<file path="src/rtl/latch_arbiter_if.sv">
// rtl/latch_arbiter_if.sv - requester/shared-register bundle for latch_arbiter
interface latch_arbiter_if #(
    parameter int WIDTH = 32,
    parameter int REQS  = 4
);
    localparam int OW = $clog2(REQS);

    logic [REQS-1:0]       req;
    logic [REQS-1:0]       lock;
    logic [REQS*WIDTH-1:0] in;
    logic [REQS-1:0]       grant;
    logic                  busy;
    logic [WIDTH-1:0]      out;
    logic                  out_valid;
    logic [OW-1:0]         out_owner;

    modport master (
        output req, lock, in,
        input  grant, busy, out, out_valid, out_owner
    );

    modport slave (
        input  req, lock, in,
        output grant, busy, out, out_valid, out_owner
    );
endinterface

</file>
<file path="src/rtl/latch_arbiter.sv">
// rtl/latch_arbiter.sv - round-robin arbiter with bounded lock steering one shared register
module latch_arbiter #(
    parameter int WIDTH    = 32,
    parameter int REQS     = 4,
    parameter int MAX_HOLD = 4
) (
    input logic          clk,
    input logic          reset,
    latch_arbiter_if.slave bus
);
    localparam int OW = $clog2(REQS);
    localparam int CW = $clog2(MAX_HOLD + 1);

    typedef enum logic {IDLE, HOLD} state_e;

    state_e           state_q, state_d;
    logic [OW-1:0]    owner_q, owner_d;
    logic [CW-1:0]    cnt_q, cnt_d;
    logic [OW-1:0]    ptr_q, ptr_d;
    logic [WIDTH-1:0] out_q, out_d;
    logic             out_valid_q, out_valid_d;
    logic [OW-1:0]    out_owner_q, out_owner_d;

    logic             found;
    logic [OW-1:0]    g;
    logic [CW-1:0]    cnt_new;
    logic [WIDTH-1:0] in_arr [REQS];

    for (genvar p = 0; p < REQS; p++) begin : g_unpack
        assign in_arr[p] = bus.in[p*WIDTH +: WIDTH];
    end

    // Held owner keeps priority only while it still requests; otherwise scan from ptr.
    always_comb begin
        int            j;
        logic [OW-1:0] idx;
        found = 1'b0;
        g     = '0;
        j     = 0;
        idx   = '0;
        if (state_q == HOLD && bus.req[owner_q]) begin
            found = 1'b1;
            g     = owner_q;
        end else begin
            for (int k = 0; k < REQS; k++) begin
                j = int'(ptr_q) + k;
                if (j >= REQS) j = j - REQS;
                idx = OW'(j);
                if (!found && bus.req[idx]) begin
                    found = 1'b1;
                    g     = idx;
                end
            end
        end
    end

    always_comb begin
        for (int i = 0; i < REQS; i++) begin
            bus.grant[i] = found && !reset && (g == OW'(i));
        end
    end

    always_comb begin
        state_d     = IDLE;
        owner_d     = owner_q;
        cnt_d       = '0;
        ptr_d       = ptr_q;
        out_d       = out_q;
        out_valid_d = 1'b0;
        out_owner_d = out_owner_q;
        cnt_new     = CW'(1);
        if (found) begin
            out_d       = in_arr[g];
            out_owner_d = g;
            out_valid_d = 1'b1;
            ptr_d       = (g == OW'(REQS - 1)) ? '0 : g + OW'(1);
            if (state_q == HOLD && g == owner_q) cnt_new = cnt_q + CW'(1);
            if (bus.lock[g] && int'(cnt_new) < MAX_HOLD) begin
                state_d = HOLD;
                owner_d = g;
                cnt_d   = cnt_new;
            end
        end
    end

    always_ff @(posedge clk or posedge reset) begin
        if (reset) begin
            state_q     <= IDLE;
            owner_q     <= '0;
            cnt_q       <= '0;
            ptr_q       <= '0;
            out_q       <= '0;
            out_valid_q <= 1'b0;
            out_owner_q <= '0;
        end else begin
            state_q     <= state_d;
            owner_q     <= owner_d;
            cnt_q       <= cnt_d;
            ptr_q       <= ptr_d;
            out_q       <= out_d;
            out_valid_q <= out_valid_d;
            out_owner_q <= out_owner_d;
        end
    end

    assign bus.busy      = (state_q == HOLD);
    assign bus.out       = out_q;
    assign bus.out_valid = out_valid_q;
    assign bus.out_owner = out_owner_q;
endmodule
</file>
<file path="src/flat_wrapper.sv">
// flat-port wrapper written by rule: the top's interface ports become plain ports
module latch_arbiter_flat 
#(
    parameter int WIDTH    = 32,
    parameter int REQS     = 4,
    parameter int MAX_HOLD = 4
)
  (clk, reset, bus_req, bus_lock, bus_in, bus_grant, bus_busy, bus_out, bus_out_valid, bus_out_owner);
  latch_arbiter_if #(.WIDTH(WIDTH), .REQS(REQS)) bus_i ();
  input logic clk;
  input logic reset;
  input wire logic [$bits(bus_i.req)-1:0] bus_req;
  input wire logic [$bits(bus_i.lock)-1:0] bus_lock;
  input wire logic [$bits(bus_i.in)-1:0] bus_in;
  output wire logic [$bits(bus_i.grant)-1:0] bus_grant;
  output wire logic [$bits(bus_i.busy)-1:0] bus_busy;
  output wire logic [$bits(bus_i.out)-1:0] bus_out;
  output wire logic [$bits(bus_i.out_valid)-1:0] bus_out_valid;
  output wire logic [$bits(bus_i.out_owner)-1:0] bus_out_owner;
  assign bus_i.req = bus_req;
  assign bus_i.lock = bus_lock;
  assign bus_i.in = bus_in;
  assign bus_grant = bus_i.grant;
  assign bus_busy = bus_i.busy;
  assign bus_out = bus_i.out;
  assign bus_out_valid = bus_i.out_valid;
  assign bus_out_owner = bus_i.out_owner;
  latch_arbiter #(.WIDTH(WIDTH), .REQS(REQS), .MAX_HOLD(MAX_HOLD)) u_core (.clk(clk), .reset(reset), .bus(bus_i));
endmodule
</file>
<file path="config.mk">
export PLATFORM = sky130hd
export DESIGN_NAME = latch_arbiter_flat
export DESIGN_NICKNAME = d
export VERILOG_FILES = /design/src/rtl/latch_arbiter_if.sv /design/src/rtl/latch_arbiter.sv /design/src/flat_wrapper.sv
export SDC_FILE = /design/constraint.sdc
export NUM_CORES = 1
export LEC_CHECK = 0
export BUFFER_PORTS_ARGS = -buffer_cell sky130_fd_sc_hd__clkbuf_2
export CAP_MARGIN = 20
export CORE_MARGIN = 2
export CORE_UTILIZATION = 40
export DETAILED_ROUTE_END_ITERATION = 16
export GPL_TIMING_DRIVEN = 0
export PLACE_DENSITY = 0.86
export SETUP_SLACK_MARGIN = 0.5
export SLEW_MARGIN = 20
export SYNTH_ARGS = -nofsm -noshare
export SYNTH_HDL_FRONTEND = slang
export SYNTH_SLANG_ARGS = --single-unit
</file>
<file path="constraint.sdc">
create_clock -name clk -period 2.3 [get_ports clk]
set_input_delay 0.23 -clock clk [delete_from_list [all_inputs] [get_ports clk]]
set_output_delay 0.23 -clock clk [all_outputs]
set_load 0.02 [all_outputs]
</file>
# After elaboration in Yosys (flattened, before gate mapping)
# Index checks and enable logic that the tools add are counted.
dict set report totals {
  regBits 43
  latchBits 0
  mem_bits_rw 0
  romBits 0
  inputBits 138
  elab_cells 94
  mem_count 0
}
dict set report classes {
  n_addsub 9
  multipliers 0
  div 0
  magnitude_cmp 12
  n_eq_ne 4
  n_shift 0
  mux 44
  n_bitwise 1
  n_reduce_logical 17
}
# op n
set ops {}
lappend ops {{32-bit binary-select mux with 2-bit select} 1}
lappend ops {{32-bit two-way mux} 2}
lappend ops {{2-bit two-way mux} 14}
lappend ops {{2-bit by 3-bit less-than comparator with 1-bit output, second input constant} 6}
lappend ops {{1-bit two-way mux} 17}
lappend ops {{1-bit binary-select mux with 2-bit select} 6}
lappend ops {{3-bit greater-or-equal comparator, second input constant} 4}
lappend ops {{3-bit two-way mux} 4}
lappend ops {{1-bit logical AND} 11}
lappend ops {{2-bit by 1-bit subtractor with 2-bit output, second input constant} 4}
lappend ops {{2-bit by 2-bit adder with 3-bit output, second input constant} 2}
lappend ops {{2-bit == test, second input constant} 2}
lappend ops {{1-bit logical NOT} 4}
lappend ops {{2-bit by 1-bit adder with 3-bit output, second input constant} 1}
lappend ops {{3-bit by 1-bit adder with 3-bit output, second input constant} 1}
lappend ops {{2-bit by 3-bit greater-or-equal comparator with 1-bit output, second input constant} 1}
lappend ops {{3-bit less-than comparator, second input constant} 1}
lappend ops {{2-bit inverter with 3-bit output} 1}
lappend ops {{2-bit by 1-bit adder with 2-bit output, second input constant} 1}
lappend ops {{2-bit by 1-bit == test with 1-bit output, second input constant} 1}
lappend ops {{2-bit == test} 1}
lappend ops {{2-bit logical NOT} 1}
lappend ops {{2-bit AND reduction} 1}

# Depth between registers and ports, before layout
dict set report depth {
  word_depth 28
  depth_mapped 11
}

# Worst setup path after synthesis
# Ideal clock, no wire load.
dict set report synth_path {
  path_type {reg-to-output}
  start {reg u_core.owner_q[0]}
  end {out bus_grant[0]}
  arrival_ps 2289
  slack_ps -219
  path_stages_with_launch 12
  path_cell_list {dfrtp_1 > buf_6 > mux2i_1 > o22ai_1 > or4_4 > a21oi_4 > buf_6 > buf_12 > buf_4 > inv_1 > ha_1 > and3_1}
}
dict set report synth_between {
  elab_chain_len 6
}
# element line_no
set synth_rtl {}
lappend synth_rtl {{start: declaration} latch_arbiter.sv:17} ;# logic [OW-1:0] owner_q, owner_d;
lappend synth_rtl {{start signal: assignment} latch_arbiter.sv:97} ;# owner_q <= owner_d;
lappend synth_rtl {{1-bit binary-select mux with 2-bit select} latch_arbiter.sv:41} ;# if (state_q == HOLD && bus.req[owner_q]) begin
lappend synth_rtl {{1-bit two-way mux (implied by the code)} latch_arbiter.sv:41}
lappend synth_rtl {{1-bit logical AND} latch_arbiter.sv:41}
lappend synth_rtl {{2-bit two-way mux (*)} latch_arbiter.sv:41}
lappend synth_rtl {{net u_core.g[0]} latch_arbiter.sv:25} ;# logic [OW-1:0] g;
lappend synth_rtl {{2-bit logical NOT (*)} latch_arbiter.sv:59} ;# bus.grant[i] = found && !reset && (g == OW'(i));
lappend synth_rtl {{1-bit logical AND (*)} latch_arbiter.sv:59}
lappend synth_rtl {{end: declaration} flat_wrapper.sv:15} ;# output wire logic [$bits(bus_i.grant)-1:0] bus_grant;
# The timed path passes the listed nets; every way through them passes the cells marked *. The select of a mux whose other input is x is not followed.

# Final worst setup path
dict set report layout_path {
  start {reg u_core.ptr_q[1]}
  end {out bus_grant[0]}
}
dict set report layout_between {
  elab_chain_len 21
}
# element line_no
set layout_rtl {}
lappend layout_rtl {{start: declaration} latch_arbiter.sv:19} ;# logic [OW-1:0] ptr_q, ptr_d;
lappend layout_rtl {{start signal: assignment} latch_arbiter.sv:99} ;# ptr_q <= ptr_d;
lappend layout_rtl {{2-bit by 3-bit greater-or-equal comparator with 1-bit output / 2-bit by 1-bit subtractor with 2-bit output (equally long branches)} latch_arbiter.sv:47} ;# if (j >= REQS) j = j - REQS;
lappend layout_rtl {{2-bit two-way mux} latch_arbiter.sv:47}
lappend layout_rtl {{2-bit two-way mux} latch_arbiter.sv:41}
lappend layout_rtl {{1-bit binary-select mux with 2-bit select} latch_arbiter.sv:49} ;# if (!found && bus.req[idx]) begin
lappend layout_rtl {{1-bit two-way mux (implied by the code)} latch_arbiter.sv:49}
lappend layout_rtl {{1-bit two-way mux} latch_arbiter.sv:49}
lappend layout_rtl {{1-bit two-way mux} latch_arbiter.sv:41}
lappend layout_rtl {{1-bit logical NOT} latch_arbiter.sv:49}
lappend layout_rtl {{(+6 left out)} --}
lappend layout_rtl {{1-bit two-way mux} latch_arbiter.sv:41}
lappend layout_rtl {{1-bit logical NOT} latch_arbiter.sv:49}
lappend layout_rtl {{1-bit logical AND} latch_arbiter.sv:49}
lappend layout_rtl {{2-bit two-way mux (*)} latch_arbiter.sv:49}
lappend layout_rtl {{2-bit two-way mux (*)} latch_arbiter.sv:41}
lappend layout_rtl {{net u_core.g[0]} latch_arbiter.sv:25}
lappend layout_rtl {{2-bit logical NOT (*)} latch_arbiter.sv:59}
lappend layout_rtl {{1-bit logical AND (*)} latch_arbiter.sv:59}
# Marks and branches as above.

==> metrics.md <==
| Metric | Value |
|---|---|
| Synth top area cells | dfrtp_1 (35%), a211oi_2 (14%), mux2i_1 (13%) |
| Placement Setup Slack | -470 ps |
| Grt ovf | 0 |
| Vias | between 3000 and 4000 |
| Final-stage net count | between 600 and 700 |
| Pwr Density | around 1700 mW/mm² |
| Sequential fraction of the synthesis area | 0.346 |
| DIE HEIGHT | approximately 92 µm |
| Routability Congestion | roughly 0.80 |
| Yosys top cell area share | 0.346 |
| Worst VDD drop | about 0.0008 V |
| Post-Route WL | about 10000 µm |
| Gate power share | 0.777 |
| Post-synth EDFFs | 0 |
| Cell taking the most area after synthesis | dfrtp_1 |
| CORE AREA | about 0.0076 mm² |
| Die Wd | a little over 90 µm |
| Clock Power Share | 0.057 |
| Status | finished, violations left |
| Worst Hold Class | in2reg |
| Max Cap Viol | 0 |
| Failing checks | setup timing |
| Initial DRC count | 47 |
| CTS max path bufs | 2 |
| Slew @ Worst Pin | 832 ps |
| Switch share | 0.432 |
| FILL cells | a little over 600 |
| Setup Viol. Count Final | 38 |
| CTS tree | yes |
| Wire per inst | about 17 µm |
| Setup Skew | between 6 and 7 ps |
| Die area | ~0.0085 mm² |
| GR Util met3 | 0.0526 |
| Most common cell in the netlist | dfrtp_1 |
| Tcrit/Tclk final | 1.21 |
| Area grow syn2layout | 64.1% |
| Largest net degree at the start of global routing | 30 |
| I/O pins | between 150 and 200 |
| Final hold violation count | 0 |
| CP most frequent cell | buf_12 |
| Avg Cell Area, Syn | 10.3 µm² |
| FFs w/ async S/R, synth | 1.00 |
| CTS Root Cell | clkbuf_8 |
| Placed cell areas | roughly 0.0042 mm² |
| Layout Cells excl Fill | 620 |
| Sinks on Clock Net | 43 |
| Vias/cell | around 5.3 |
| Share of cells above drive strength 1 | 0.637 |
| Post-synth top cells | dfrtp_1 (43), mux2i_1 (41), a211oi_2 (36), nor2_1 (36), nor2b_1 (32) |
| CP max-delay cell | or4_4 |
| Nature of the critical path endpoint | output pin |
| P_int | 0.00479 W |
| Flops & latches, synth | 43 |
| Post-Syn Instances | between 300 and 400 |
| N_diodes | 0 |
| Sequential power share | 0.166 |
| Initial antenna violation count | 0 |
| Critical path class | reg2out |
| # rows | 32 |
| Rel. slew slack | 0.445 |
| Warnings, synthesis | 0 |
| Design area | around 0.005 mm² |
| Syn_nets | about 450 |
| H-Tree Depth | 2 |
| Pleak | 2.31 nW |
| F_max | about 360 MHz |
| Synth Flop Type | dfrtp_1 |
| Crit-path cells | nor2b_4 -> o21a_1 -> or4_4 -> a21oi_4 -> buf_6 -> buf_12 -> buf_12 -> inv_6 -> ha_4 -> and3_4 -> buf_8 |
| Global-route usage over all layers | 0.238 |
| Mapped Area | about 0.0031 mm² |
| Flop-to-flop setup slack | -420 ps |
| Final Max Tran Viols | 0 |
| Port Buffers | approximately 180 |
| Drc violations | 0 |
| Antenna Violating Nets Remaining | 0 |
| Crit Path Max Fanout | 5 |
| Crit path required time | roughly 2100 ps |
| RSZ-0062 raised after global routing | yes |
| Sequential Area | between 0.001 and 0.0015 mm² |
| Critical path's largest stage delay | between 500 and 600 ps |
| GR Util met2 | 0.439 |
| CP Data Arrival Time | roughly 2600 ps |
| CTS clk-pin slew, worst paths | ~80 ps |
| Critical path launch point type | register |
| Footprint of the multi-input gates | approximately 0.0022 mm² |
| Post-placement cell count | between 500 and 600 |
| GR Util met1 | 0.270 |
| Cts bufs inserted | 5 |
| Starting Density | 0.407 |
| DR pass1 iterations | 4 |
| Tmin final | 2790 ps |
| Worst Setup Slack, final | -487 ps |
| Post-DP HPWL | 7290 µm |
| Distinct cells, synth | 43 |
| Worst-Skew Late Latency | ~290 ps |
| Net switching power | ~0.0036 W |
| Vias in the first global route | about 3300 |
| Top Usage Layer GRT | met2 |
| First-pass GRT wire length | about 16000 µm |
timing repair:
| item | 4_1_cts | 5_1_grt |
|---|---|---|
| cloned | 4 | 0 |
| resized for setup | 70 | 38 |
| setup endpoints to repair | 44 | 62 |
| hold buffers | 2 | 0 |
| buffers inserted | 20 | 3 |
| hold endpoints to repair | 18 | 0 |
| pin swaps | 15 | 12 |
layout make-up:
type	instances	area share
repair buffers	207	0.259
clock buffers	5	0.0135
flip-flops and latches	43	0.211
well taps	102	0.0250
multi-input cells	229	0.432
clock inverters	3	0.00294
plain buffers	24	0.0495
inverters	7	0.00687
sequential cells by signal (all words and copies together) (netlist names):
register / cells
u_core.bus.out_valid: 1
u_core.cnt_q: 3
u_core.bus.out_owner: 2
u_core.owner_q: 2
u_core.bus.busy: 1
u_core.bus.out: 32
u_core.ptr_q: 2
power groups by stage:
stage                     sequential (W)  combinational (W)  clock [W]
after floorplan                  0.00176            0.00303          0
after global placement           0.00139            0.00442          0
after detailed placement         0.00140            0.00457          0
after CTS                        0.00139            0.00611   0.000488
after global routing             0.00144            0.00692   0.000525
final                            0.00140            0.00655   0.000480
critical path, delay by kind of cell (launching register included):
family,cells,cell delay (ps)
AO/OA/AOI/OAI,2,360
buffers and inverters,5,480
adder cells (fa/ha/maj),1,140
flip-flops,1,450
AND/OR/NAND/NOR,3,830
path summary, 6_finish.rpt:
path | startpoint | to | depth (start not counted)
worst max register to register | u_core.ptr_q[1]$_DFFE_PP0P_ | u_core.bus.out[15]$_DFFE_PP0P_ | 13
min in group asynchronous | reset | u_core.bus.out[19]$_DFFE_PP0P_ | 4
max in group asynchronous | reset | u_core.owner_q[0]$_DFFE_PP0P_ | 4
worst min register to register | u_core.bus.out_owner[1]$_DFFE_PP0P_ | u_core.bus.out_owner[1]$_DFFE_PP0P_ | 2
worst max-delay path | u_core.ptr_q[1]$_DFFE_PP0P_ | bus_grant[0] | 11
worst min-delay path | bus_in[66] | u_core.bus.out[2]$_DFFE_PP0P_ | 3
cell families after synthesis:
group,count (synthesis),synth area share
buf+inv,31,0.0728
simple gates,98,0.161
mux,43,0.139
other cells,1,0.00121
xor+xnor,1,0.00282
compound gates,81,0.257
flops,43,0.346
fa+ha+maj,5,0.0201
layer usage:
layer	vias up	wire length, µm
li1	1550	-
met3	19	521
met4	0	187
met1	1561	4000
met2	131	5730
met5	-	0
layout by cell type (no fill, tap or decap), types with 11 or more instances in the layout:
cell	count
dfrtp_1	41
buf_4	15
buf_12	11
a211oi_1	15
nand2_1	13
mux2i_2	12
nor2_1	35
clkbuf_2	173
nor2b_1	31
mux2i_1	11
mux2i_4	18
a211oi_2	43
through the flow:
stage / total power [W] / hold WS, ps / setup TNS, ps / utilization
6_report: 0.00843 / 252 / -14070 / 0.667
2_1_floorplan: 0.00480 / 439 / -321 / -
3_5_place_dp: 0.00597 / 240 / -8530 / 0.550
5_1_grt: 0.00889 / 259 / -16880 / 0.667
4_1_cts: 0.00799 / 245 / -15530 / 0.639
3_3_place_gp: 0.00581 / 469 / -7130 / 0.547
No activity file was read; power rests on OpenSTA's default activity.
